File: src/rtl/sg_pkg.sv
// Shared defaults and sample type for the SG sample buffer slice.
package sg_pkg;

    localparam int DATA_W_DEF = 16;
    localparam int DEPTH_DEF  = 16;

    typedef logic [DATA_W_DEF-1:0] sample_t;

endpackage

File: src/rtl/sg_sample_buffer_if.sv
// Upstream push, downstream pop and status signals of the SG sample buffer.
interface sg_sample_buffer_if
    import sg_pkg::*;
#(
    parameter int DATA_W = DATA_W_DEF,
    parameter int DEPTH  = DEPTH_DEF
);

    logic                    req;
    logic [DATA_W-1:0]       dat;
    logic                    rdy;
    logic                    out_valid;
    logic [DATA_W-1:0]       out_data;
    logic                    out_ready;
    logic [$clog2(DEPTH):0]  level;
    logic [DATA_W-1:0]       peak;
    logic                    clr_peak;
    logic [31:0]             sample_cnt;

    modport master (
        output req, dat, out_ready, clr_peak,
        input  rdy, out_valid, out_data, level, peak, sample_cnt
    );

    modport slave (
        input  req, dat, out_ready, clr_peak,
        output rdy, out_valid, out_data, level, peak, sample_cnt
    );

endinterface

File: src/rtl/sg_fifo_ram.sv
// Sample storage: dual-port, synchronous write, asynchronous read, no reset.
module sg_fifo_ram
    import sg_pkg::*;
#(
    parameter int DATA_W = DATA_W_DEF,
    parameter int DEPTH  = DEPTH_DEF
) (
    input  logic                     clk,
    input  logic                     we,
    input  logic [$clog2(DEPTH)-1:0] waddr,
    input  logic [DATA_W-1:0]        wdata,
    input  logic [$clog2(DEPTH)-1:0] raddr,
    output logic [DATA_W-1:0]        rdata
);

    logic [DATA_W-1:0] mem [DEPTH];

    always_ff @(posedge clk) begin
        if (we) mem[waddr] <= wdata;
    end

    assign rdata = mem[raddr];

endmodule

File: src/rtl/sg_sample_buffer.sv
// First-word-fall-through SG sample buffer with registered head, level,
// peak tracking and accepted-sample counter.
module sg_sample_buffer
    import sg_pkg::*;
#(
    parameter int DATA_W = DATA_W_DEF,
    parameter int DEPTH  = DEPTH_DEF
) (
    input  logic                clk,
    input  logic                rst,
    sg_sample_buffer_if.slave   bus
);

    localparam int AW = $clog2(DEPTH);
    localparam int LW = AW + 1;

    localparam logic [1:0] OCC_EMPTY   = 2'd0;
    localparam logic [1:0] OCC_PARTIAL = 2'd1;
    localparam logic [1:0] OCC_FULL    = 2'd2;

    logic [AW-1:0]     wr_ptr;
    logic [AW-1:0]     rd_ptr;
    logic [AW-1:0]     rd_next;
    logic [LW-1:0]     level_q;
    logic [LW-1:0]     level_next;
    logic [1:0]        occ_q;
    logic [1:0]        occ_next;
    logic [DATA_W-1:0] head_q;
    logic [DATA_W-1:0] head_next;
    logic [DATA_W-1:0] ram_rdata;
    logic [DATA_W-1:0] peak_q;
    logic [31:0]       cnt_q;
    logic              push;
    logic              pop;

    assign push = bus.req && (occ_q != OCC_FULL);
    assign pop  = bus.out_ready && (occ_q != OCC_EMPTY);

    sg_fifo_ram #(
        .DATA_W (DATA_W),
        .DEPTH  (DEPTH)
    ) u_ram (
        .clk   (clk),
        .we    (push),
        .waddr (wr_ptr),
        .wdata (bus.dat),
        .raddr (rd_next),
        .rdata (ram_rdata)
    );

    always_comb begin
        rd_next    = pop ? rd_ptr + 1'b1 : rd_ptr;
        level_next = level_q;
        case ({push, pop})
            2'b10:   level_next = level_q + LW'(1);
            2'b01:   level_next = level_q - LW'(1);
            default: level_next = level_q;
        endcase

        if (level_next == '0)
            occ_next = OCC_EMPTY;
        else if (level_next == LW'(DEPTH))
            occ_next = OCC_FULL;
        else
            occ_next = OCC_PARTIAL;

        // The incoming sample becomes the head when nothing older remains after the pop.
        if (level_next == '0)
            head_next = '0;
        else if (push && ((level_q - LW'(pop)) == '0))
            head_next = bus.dat;
        else
            head_next = ram_rdata;
    end

    always_ff @(posedge clk or posedge rst) begin
        if (rst) begin
            wr_ptr  <= '0;
            rd_ptr  <= '0;
            level_q <= '0;
            occ_q   <= OCC_EMPTY;
            head_q  <= '0;
            peak_q  <= '0;
            cnt_q   <= '0;
        end else begin
            if (push) wr_ptr <= wr_ptr + 1'b1;
            rd_ptr  <= rd_next;
            level_q <= level_next;
            occ_q   <= occ_next;
            head_q  <= head_next;

            if (push) begin
                if (bus.clr_peak || (bus.dat > peak_q)) peak_q <= bus.dat;
                cnt_q <= cnt_q + 32'd1;
            end else if (bus.clr_peak) begin
                peak_q <= '0;
            end
        end
    end

    assign bus.rdy        = (occ_q != OCC_FULL);
    assign bus.out_valid  = (occ_q != OCC_EMPTY);
    assign bus.out_data   = head_q;
    assign bus.level      = level_q;
    assign bus.peak       = peak_q;
    assign bus.sample_cnt = cnt_q;

endmodule

File: src/flat_wrapper.sv
// flat-port wrapper written by rule: the top's interface ports become plain ports
module sg_sample_buffer_flat import sg_pkg::*;
#(
    parameter int DATA_W = DATA_W_DEF,
    parameter int DEPTH  = DEPTH_DEF
)
  (clk, rst, bus_req, bus_dat, bus_out_ready, bus_clr_peak, bus_rdy, bus_out_valid, bus_out_data, bus_level, bus_peak, bus_sample_cnt);
  sg_sample_buffer_if #(.DATA_W(DATA_W), .DEPTH(DEPTH)) bus_i ();
  input  logic clk;
  input  logic rst;
  input wire logic [$bits(bus_i.req)-1:0] bus_req;
  input wire logic [$bits(bus_i.dat)-1:0] bus_dat;
  input wire logic [$bits(bus_i.out_ready)-1:0] bus_out_ready;
  input wire logic [$bits(bus_i.clr_peak)-1:0] bus_clr_peak;
  output wire logic [$bits(bus_i.rdy)-1:0] bus_rdy;
  output wire logic [$bits(bus_i.out_valid)-1:0] bus_out_valid;
  output wire logic [$bits(bus_i.out_data)-1:0] bus_out_data;
  output wire logic [$bits(bus_i.level)-1:0] bus_level;
  output wire logic [$bits(bus_i.peak)-1:0] bus_peak;
  output wire logic [$bits(bus_i.sample_cnt)-1:0] bus_sample_cnt;
  assign bus_i.req = bus_req;
  assign bus_i.dat = bus_dat;
  assign bus_i.out_ready = bus_out_ready;
  assign bus_i.clr_peak = bus_clr_peak;
  assign bus_rdy = bus_i.rdy;
  assign bus_out_valid = bus_i.out_valid;
  assign bus_out_data = bus_i.out_data;
  assign bus_level = bus_i.level;
  assign bus_peak = bus_i.peak;
  assign bus_sample_cnt = bus_i.sample_cnt;
  sg_sample_buffer #(.DATA_W(DATA_W), .DEPTH(DEPTH)) u_core (.clk(clk), .rst(rst), .bus(bus_i));
endmodule
File: config.mk
export PLATFORM = sky130hd
export DESIGN_NAME = sg_sample_buffer_flat
export DESIGN_NICKNAME = d
export VERILOG_FILES = /design/src/rtl/sg_pkg.sv /design/src/rtl/sg_sample_buffer_if.sv /design/src/rtl/sg_fifo_ram.sv /design/src/rtl/sg_sample_buffer.sv /design/src/flat_wrapper.sv
export SDC_FILE = /design/constraint.sdc
export NUM_CORES = 1
export LEC_CHECK = 0
export ABC_AREA = 1
export BUFFER_PORTS_ARGS = -buffer_cell sky130_fd_sc_hd__buf_4
export CAP_MARGIN = 20
export CORE_ASPECT_RATIO = 1.2
export CORE_UTILIZATION = 37
export CTS_BUF_LIST = sky130_fd_sc_hd__clkbuf_2
export DETAILED_ROUTE_END_ITERATION = 8
export PLACE_DENSITY = 0.6
export SYNTH_ARGS = -nofsm -noshare
export SYNTH_HDL_FRONTEND = slang
export SYNTH_HIERARCHICAL = 1
export SYNTH_SLANG_ARGS = --single-unit
File: constraint.sdc
create_clock -name clk -period 6.6 [get_ports clk]
set_input_delay 0 -clock clk [delete_from_list [all_inputs] [get_ports clk]]
set_output_delay 0 -clock clk [all_outputs]
set_load 0.02 [all_outputs]
Word-level counts from Yosys, hierarchy flattened
Memory sizes are Yosys's and may differ from the RTL's. Cells that the tools add are included. W data, S select, Z words.

Register bits after elaboration: 79. Memory bits (writable): 256. Input port bits: 21. Output and inout bits: 71. Logic and storage cells: 40. Memories kept: 1.

Memory list: u_core.u_ram.mem (words 16, bits a word 16, read ports 1, clocked after memory_dff 0, write ports 1, line sg_fifo_ram.sv:16) `logic [DATA_W-1:0] mem [DEPTH];`.

Add/subtract/negate cells: 6. Magnitude comparators: 1. Equality and inequality tests: 5. Multiplexer cells: 11. Reduce and logical (&&, ||, !) cells: 9.

Operators with widths (count): $mux W16 (5); $add A32 B1 Y32 const B (1); $gt A16 B16 Y1 (1); $logic_not A5 Y1 (2); $pmux W5 S2 (1); $add A4 B1 Y4 const B (2); $add A5 B1 Y5 const B (1); $eq A5 B5 Y1 const B (1); $sub A5 B1 Y5 (1); $sub A5 B1 Y5 const B (1); $mux W2 (2); $mux W4 (1); $ne A2 B2 Y1 const B (2); $reduce_bool A2 Y1 (2); $logic_and A1 B1 Y1 (3); $eq A2 B1 Y1 const B (1); $eq A2 B2 Y1 const B (1); $mux W1 (2); $reduce_and A2 Y1 (1); $logic_or A1 B1 Y1 (1).

Longest topological paths before layout
Gate-level depths: netlist of run 1.

Word-level depth: 7. Gate-level depth with buffers: 19. Mapped depth without buffers: 18.

By module
The synthesis of run 1 kept the hierarchy.

By module, submodules not included: sg_fifo_ram (instances 1, cells each 1058, area an instance 11060.6 um^2, sequential area each 7687.4 um^2); sg_sample_buffer (instances 1, cells each 507, area an instance 4270.3 um^2, sequential area each 1976.9 um^2).

Worst setup path after synthesis of run 1
No wires, ideal clock.

Kind: flip-flop to flip-flop. From: register u_core.occ_q[0]. To: register u_core.head_q[10] (netlist: u_core/bus.out_data[10]). Setup time: 0.115 ns. Arrival: 2.455 ns. Required time: 6.485 ns. Setup slack: 4.030 ns. Stages on the path, launching flop included: 14. Buffers on the path: 2. Period minus slack after synthesis: 2.570 ns. Cell sequence: dfrtp_1 inv_1 nand2_2 nand2_4 buf_1 ha_1 inv_1 o21ai_0 or2_2 nor2_2 nand3_2 nor2_4 buf_6 nor2_1.

Elaborated cells between the ends (all ways): 15. Those cells by class: 1 x add/sub; 3 x eq/ne; 4 x mux; 6 x reduce/logical; 1 x memory.

RTL lines: from (decl) (line sg_sample_buffer.sv:26) `logic [1:0] occ_q;`; from (signal assigned) (line sg_sample_buffer.sv:89) `occ_q <= occ_next;`; $ne A2 B2 Y1 (*); via bus_rdy (line flat_wrapper.sv:15) `output wire logic [$bits(bus_i.rdy)-1:0] bus_rdy;`; $logic_and A1 B1 Y1 (*) (line sg_sample_buffer.sv:36) `assign push = bus.req && (occ_q != OCC_FULL);`; $eq A2 B1 Y1 / $eq A2 B2 Y1 (equally long branches) (line sg_sample_buffer.sv:54) `case ({push, pop})`; $pmux W5 S2 (*) (line sg_sample_buffer.sv:54); via u_core.level_next[1] (line sg_sample_buffer.sv:25) `logic [LW-1:0] level_next;`; $logic_not A5 Y1 (*) (line sg_sample_buffer.sv:68) `if (level_next == '0)`; $mux W16 (*) (line sg_sample_buffer.sv:68); via u_core.head_next[10] (line sg_sample_buffer.sv:29) `logic [DATA_W-1:0] head_next;`; to (signal assigned) (line sg_sample_buffer.sv:90) `head_q <= head_next;`; to (decl) (line sg_sample_buffer.sv:28) `logic [DATA_W-1:0] head_q;`.

The timed path passes the listed nets; every way through them passes the cells marked *. A chain may end at the register's enable or synchronous reset.

Worst setup path in the final report of run 1
From: register u_core.occ_q[1]. To: register u_core.head_q[14] (netlist: u_core/bus.out_data[14]).

Elaborated cells between the ends (all ways): 15. Those cells by class: 1 x add/sub; 3 x eq/ne; 4 x mux; 6 x reduce/logical; 1 x memory.

RTL lines: $reduce_bool A2 Y1 (line sg_sample_buffer.sv:37) `assign pop = bus.out_ready && (occ_q != OCC_EMPTY);`; $logic_and A1 B1 Y1 (line sg_sample_buffer.sv:37); $mux W4 (line sg_sample_buffer.sv:52) `rd_next = pop ? rd_ptr + 1'b1 : rd_ptr;`; via u_core.rd_next[0] (line sg_sample_buffer.sv:23) `logic [AW-1:0] rd_next;`; $mem_v2 Z16 W16; via u_core.ram_rdata[14] (line sg_sample_buffer.sv:30) `logic [DATA_W-1:0] ram_rdata;`; $mux W16 (line sg_sample_buffer.sv:70) `else if (push && ((level_q - LW'(pop)) == '0))`; $mux W16 (line sg_sample_buffer.sv:68); via u_core.head_next[14] (line sg_sample_buffer.sv:29).

The timed path passes the listed nets, and every way through them passes these cells.

==> impl_metrics.tcl, run 1 <==
set metrics [dict create \
    die_w_um 187.8 \
    status "completed" \
    dp_hpwl_um 25050 \
    yosysSeqAreaShare_pct 63.04 \
    holdPathStages 6 \
    required_ps 7470 \
    wl_um 42410 \
    fmax_mhz 283.4 \
    ff2ff_setup_slack_ps 3070 \
    end_kind "flip-flop" \
    drt-initial-drc-count 856 \
    cts.path.max_buffers 3 \
    hold_viol_final 0 \
    row_count 81 \
    syn2layout_area_growth_pct 16.76 \
    async_reset_ff_share_pct 23.58 \
    slew_headroom_pct 27.24 \
    numCtsBuffers 84 \
    fin_skew_ps 61.22 \
    grt_max_degree 80 \
    finalSetupViolCount 0 \
    hold_start "bus_dat[2]" \
    cts_resized 0 \
    clk_latency_ps 970 \
    dieArea_mm2 0.04226 \
    drv_slew 0 \
    drtPass1Iterations 7 \
    grt_overflow_total 0 \
    wl_met2_um 20980 \
    routed-wl-met3_um 2946 \
    r2r_end "u_core/bus.out_data[14]$_DFF_PP0_" \
    synth_seq_cells 335 \
    drive_gt1_share_pct 17.35 \
    dr.max_layer_used "met4" \
    hold_path_class "in2reg" \
    tns_ps 0 \
    synth_fp_nets 1607 \
    synth_ff_type "edfxtp_1" \
    nets 1797 \
    route.antenna.remaining_nets 0 \
    viasPerCell 4.829 \
    coreArea_mm2 0.04084 \
    cts-root-buf "clkbuf_2" \
    utilization_pct 43.83 \
    finalCritPeriodShare_pct 53.47 \
    synth_cell_types 38 \
    syn_inst 1565 \
    rsz0062_at_grt "no" \
    syn-cell-area_mm2 0.01533 \
    layout_commonest_cell "nand2_1" \
    post_drt_wl_per_cell_um 17.96 \
    fp.dieH_um 225.0 \
    pre_cts_ws_ps 3149 \
    max_slew.worst_pin.slew_ps 1091 \
    io_buffers 91 \
    layout_common_cells "nand2_1 (445), inv_1 (278), edfxtp_1 (256)" \
    maxCapViolations 0 \
    hold_end "u_core/bus.out_data[2]$_DFF_PP0_" \
    power_density_mw_per_mm2 407.0 \
    io_pins 92 \
    min_period_ps 3529 \
    path_max_fanout 69 \
    avgSynthCellArea_um2 9.796 \
    whs_ps 76.68 \
    cts_tree "done" \
    gr-usage-all-layers_pct 20.38 \
    h-tree-depth 3 \
    antenna_found_initial 1 \
    peakVddDrop_mv 0.1827 \
    initial_core_util_pct 37.54 \
    setup_ws_ps 3071 \
    worstReg2RegStart "u_core/occ_q[1]$_DFF_PP0_" \
    worst-r2r-cell-count 14 \
    wl_met1_um 16280 \
    start_kind "flip-flop" \
    leakage_uw 0.008379 \
    grt_pass1_wl_um 64560 \
    vias 11401 \
    crit_type "reg2reg" \
    drc 0 \
    synth_edf_count 256 \
    finalWeightedCongestion 0.8270 \
    cp.arrival_ps 4400 \
    clkSlewWorstSetupHoldPaths_ps 100 \
    clock_sinks 335 \
    first_global_vias 11458 \
    yosysWarnings 6 \
]
-- flip-flops by register name, summed over array words and instances, names as in the netlist --
signal	count
u_core/u_ram/mem	256
u_core/bus.sample_cnt	32
u_core/bus.out_data	16
u_core/bus.peak	16
u_core/bus.level	5
u_core/rd_ptr	4
u_core/wr_ptr	4
u_core/occ_q	2
-- power by group --
| group | switching [uW] | internal, uW |
|---|---|---|
| clock network | 853 | 608 |
| logic | 2130 | 957 |
| registers | 168 | 2570 |
-- synthesized netlist by cell type (2+ instances only) --
cell type | count | share of area (%)
buf_2 | 21 | 0.69
o21ai_0 | 22 | 0.72
xnor2_1 | 17 | 0.97
nand4_1 | 13 | 0.53
nand3_2 | 3 | 0.20
buf_4 | 18 | 0.88
nand2_1 | 446 | 11
nand2_4 | 2 | 0.15
ha_1 | 21 | 1.7
a21oi_1 | 13 | 0.42
inv_1 | 279 | 6.8
inv_2 | 2 | 0.049
nor2_4 | 4 | 0.29
nand3b_1 | 4 | 0.20
nor2_1 | 66 | 1.6
dfrtp_1 | 79 | 13
clkbuf_1 | 15 | 0.37
nor3_1 | 4 | 0.13
nand2_2 | 9 | 0.37
nor2_2 | 6 | 0.24
o21ai_2 | 2 | 0.11
edfxtp_1 | 256 | 50
nand3_1 | 226 | 7.4
xor2_1 | 18 | 1.0
buf_6 | 5 | 0.37
buf_1 | 2 | 0.049
-- kinds of logic after synthesis --
kind of cell               share of synthesized area, %
AOI/OAI and AO/OA                                 1.371
xor gates and xnor gates                          1.999
and+or+nand+nor                                   22.59
adders and majority gates                         1.714
buffers and inverters                             9.287
DFF                                               63.04
-- final cells by class --
class,count,area (um2)
fillers,3912,22940
flip-flops and latches,335,9664
multi-input cells,886,4319
repair buffers,165,1381
inverters,283,1066
well taps,539,674.4
clock buffers,134,670.6
clock inverters,18,121.4
diodes,1,2.502
-- worst max-delay path by stage --
stage                                   endpoint  cells past startpoint  slack, ps                       from
2_1_floorplan  u_core/bus.out_data[10]$_DFF_PP0_                     13       4030  u_core/occ_q[0]$_DFF_PP0_
3_3_place_gp   u_core/bus.out_data[14]$_DFF_PP0_                     14       3160  u_core/occ_q[1]$_DFF_PP0_
3_5_place_dp   u_core/bus.out_data[14]$_DFF_PP0_                     14       3150  u_core/occ_q[1]$_DFF_PP0_
4_1_cts        u_core/bus.out_data[14]$_DFF_PP0_                     14       3070  u_core/occ_q[1]$_DFF_PP0_
5_1_grt         u_core/bus.out_data[9]$_DFF_PP0_                     14       2760  u_core/occ_q[0]$_DFF_PP0_
6_report       u_core/bus.out_data[14]$_DFF_PP0_                     14       3070  u_core/occ_q[1]$_DFF_PP0_
-- per-layer routing --
| layer | track usage [%] | vias up |
|---|---|---|
| li1 | - | 5437 |
| met1 | 23.14 | 5416 |
| met2 | 35.36 | 447 |
| met3 | 4.002 | 101 |
| met4 | 12.56 | 0 |
| met5 | 0 | - |
-- metrics by stage --
stage / cells / power [uW] / cell area (um2)
global route: 2361 / 7791 / 17900
finish: 2361 / 7286 / 17900
detailed placement: 2161 / 5835 / 16620
floorplan: 1565 / 4865 / 15330
CTS: 2359 / 7339 / 17870
global placement: 2160 / 5796 / 16600
-- critical path, cell delays in order (launching register included) --
cell      delay (ps)
dfrtp_1          390
nor2_2            60
nor2_4           320
xor2_4           190
clkinv_2         800
buf_4            670
nand2_1          160
nand3_1           90
nand3_1          110
nand3_1           70
nand2_1          110
nand2_1          110
o21ai_0          130
inv_1             60
nor2_1            90
-- timing repair --
action / CTS / global route
endpoints found under the hold margin: 396 / 0
hold buffers: 46 / 0
setup buffers: 0 / 0
(Power assumes the default switching activity.)
==> inputs of run 2 (changes only) <==
==> constraint.sdc (replaced) <==
create_clock -name clk -period 3.27 [get_ports clk]
set_input_delay 0 -clock clk [delete_from_list [all_inputs] [get_ports clk]]
set_output_delay 0 -clock clk [all_outputs]
set_load 0.02 [all_outputs]
==> run 2 against run 1 <==
  * Cell area increased by 0.45%
  * Global-route usage decreased by 0.32 points
  * Largest power group unchanged
  * Sequential share of layout area decreased by 0.24 points
  * Utilization increased by 0.20 points
  * Critical endpoint is now u_core/bus.out_data[6]$_DFF_PP0_
  * Maximum frequency increased by 26%
==> impl_metrics.tcl, run 2 (synthesis results as in run 1) <==
set metrics [dict create \
    status "completed" \
    post_cts_buffers 0 \
    crit_type "reg2reg" \
    numCtsBuffers 84 \
    drtPass1Iterations 5 \
    drive_gt1_share_pct 16.86 \
    grt_pass1_wl_um 64090 \
    peakVddDrop_mv 1.032 \
    cts_tree "done" \
    fin_skew_ps 80.98 \
    post_drt_wl_per_cell_um 17.60 \
    leakage_uw 0.008377 \
    tns_ps 0 \
    maxCapViolations 0 \
    fmax_mhz 355.9 \
    grt_most_used_layer "met2" \
    hold_path_class "in2async" \
    start_kind "flip-flop" \
    route.antenna.remaining_nets 0 \
    dpl_cell_area_mm2 0.01672 \
    setup_ws_ps 460.2 \
    finalInstanceArea_mm2 0.01798 \
    instances_no_fill 2364 \
    max_slew.worst_pin.slew_ps 868.0 \
    drc 0 \
    first_global_vias 11502 \
    dp_hpwl_um 23590 \
    dp.cells 2164 \
    utilization_pct 44.02 \
    wl_um 41610 \
    finalWeightedCongestion 0.8144 \
    grt_max_degree 130 \
    hold_viol_final 0 \
    gr-usage-all-layers_pct 20.06 \
    nets 1802 \
    clk_latency_ps 1010 \
    initial_core_util_pct 37.54 \
    regMostFlops "u_core/u_ram/mem" \
    grtUsageMet3_pct 3.940 \
    syn2layout_area_growth_pct 17.29 \
    row_count 81 \
    drv_slew 0 \
    cts-root-buf "clkbuf_2" \
    slew_headroom_pct 42.07 \
    h-tree-depth 3 \
    io_buffers 91 \
    use_met1_pct 23.01 \
    drt-initial-drc-count 920 \
    dieArea_mm2 0.04226 \
    die_w_um 187.8 \
    path_max_fanout 27 \
    pre_cts_ws_ps 565.9 \
    layout_commonest_cell "nand2_1" \
    required_ps 4080 \
    finalSetupViolCount 0 \
    power_density_mw_per_mm2 821.8 \
    antenna_found_initial 3 \
    largest_reg_flops 256 \
    end_kind "flip-flop" \
    clkSlewWorstSetupHoldPaths_ps 100 \
    min_period_ps 2810 \
    fp.dieH_um 225.0 \
    layout_common_cells "nand2_1 (445), inv_1 (278), edfxtp_1 (256)" \
    io_pins 92 \
    viasPerCell 4.806 \
    rsz0062_at_grt "no" \
    coreArea_mm2 0.04084 \
    cts.path.max_buffers 3 \
    clock_sinks 335 \
    met2_usage_pct 35.99 \
    vias 11362 \
    cp.arrival_ps 3620 \
    grt_overflow_total 0 \
    finalCritPeriodShare_pct 85.93 \
]
-- run 2: metal layers --
layer / wire (um) / share of wire [%]
met2: 21500 / 52
met1: 16280 / 39
met5: 0 / 0
met3: 2262 / 5.4
met4: 1573 / 3.8
-- run 2: final timing paths --
kind / startpoint / endpoint / slack (ps) / cells after the start
min: rst / u_core/bus.level[1]$_DFF_PP0_ / 40 / 4
max in group asynchronous: rst / u_core/bus.peak[6]$_DFFE_PP0P_ / 2430 / 6
min in group clk: bus_clr_peak / u_core/bus.peak[4]$_DFFE_PP0P_ / 200 / 5
max: u_core/occ_q[0]$_DFF_PP0_ / u_core/bus.out_data[6]$_DFF_PP0_ / 460 / 14
max reg2reg: u_core/occ_q[0]$_DFF_PP0_ / u_core/bus.out_data[6]$_DFF_PP0_ / 460 / 14
min reg2reg: u_core/bus.sample_cnt[31]$_DFFE_PP0P_ / u_core/bus.sample_cnt[31]$_DFFE_PP0P_ / 510 / 2
-- run 2: report_power, final --
group / internal (uW) / switching (uW) / leakage (uW)
clock network: 1070 / 1730 / 0.000567
registers: 5190 / 327 / 0.00332
logic: 2050 / 4410 / 0.00449
-- run 2: area by class of cell --
cell class / instances / area [um2]
Multi-Input combinational cell: 886 / 4319
Fill cell: 3903 / 22860
Antenna cell: 4 / 10.01
Inverter: 283 / 1066
Tap cell: 539 / 674.4
Timing Repair Buffer: 170 / 1504
Sequential cell: 335 / 9664
Clock inverter: 27 / 142.6
Clock buffer: 120 / 600.6
-- run 2: critical path, cell delays in order, from the launching register on --
cell and delay [ps]:
dfrtp_1 410, inv_1 70, nand2_2 60, nand2_4 310, nand3_1 130, nand2_1 130, inv_1 60, ha_1 260
nand2_1 60, o21ai_0 110, or2_2 300, nor2_2 130, nand3_2 130, nor2_4 390, nor2_1 80
-- run 2: repair_timing --
item,4_1_cts,5_1_grt
resized for setup,0,0
endpoints found under the hold margin,397,0
hold buffers,48,0
-- run 2: through the flow --
stage,hold WS (ps),power (uW)
floorplan,98.87,9819
global placement,257.2,11920
detailed placement,264.6,12020
CTS,79.65,14900
global route,16.13,15780
finish,36.85,14780
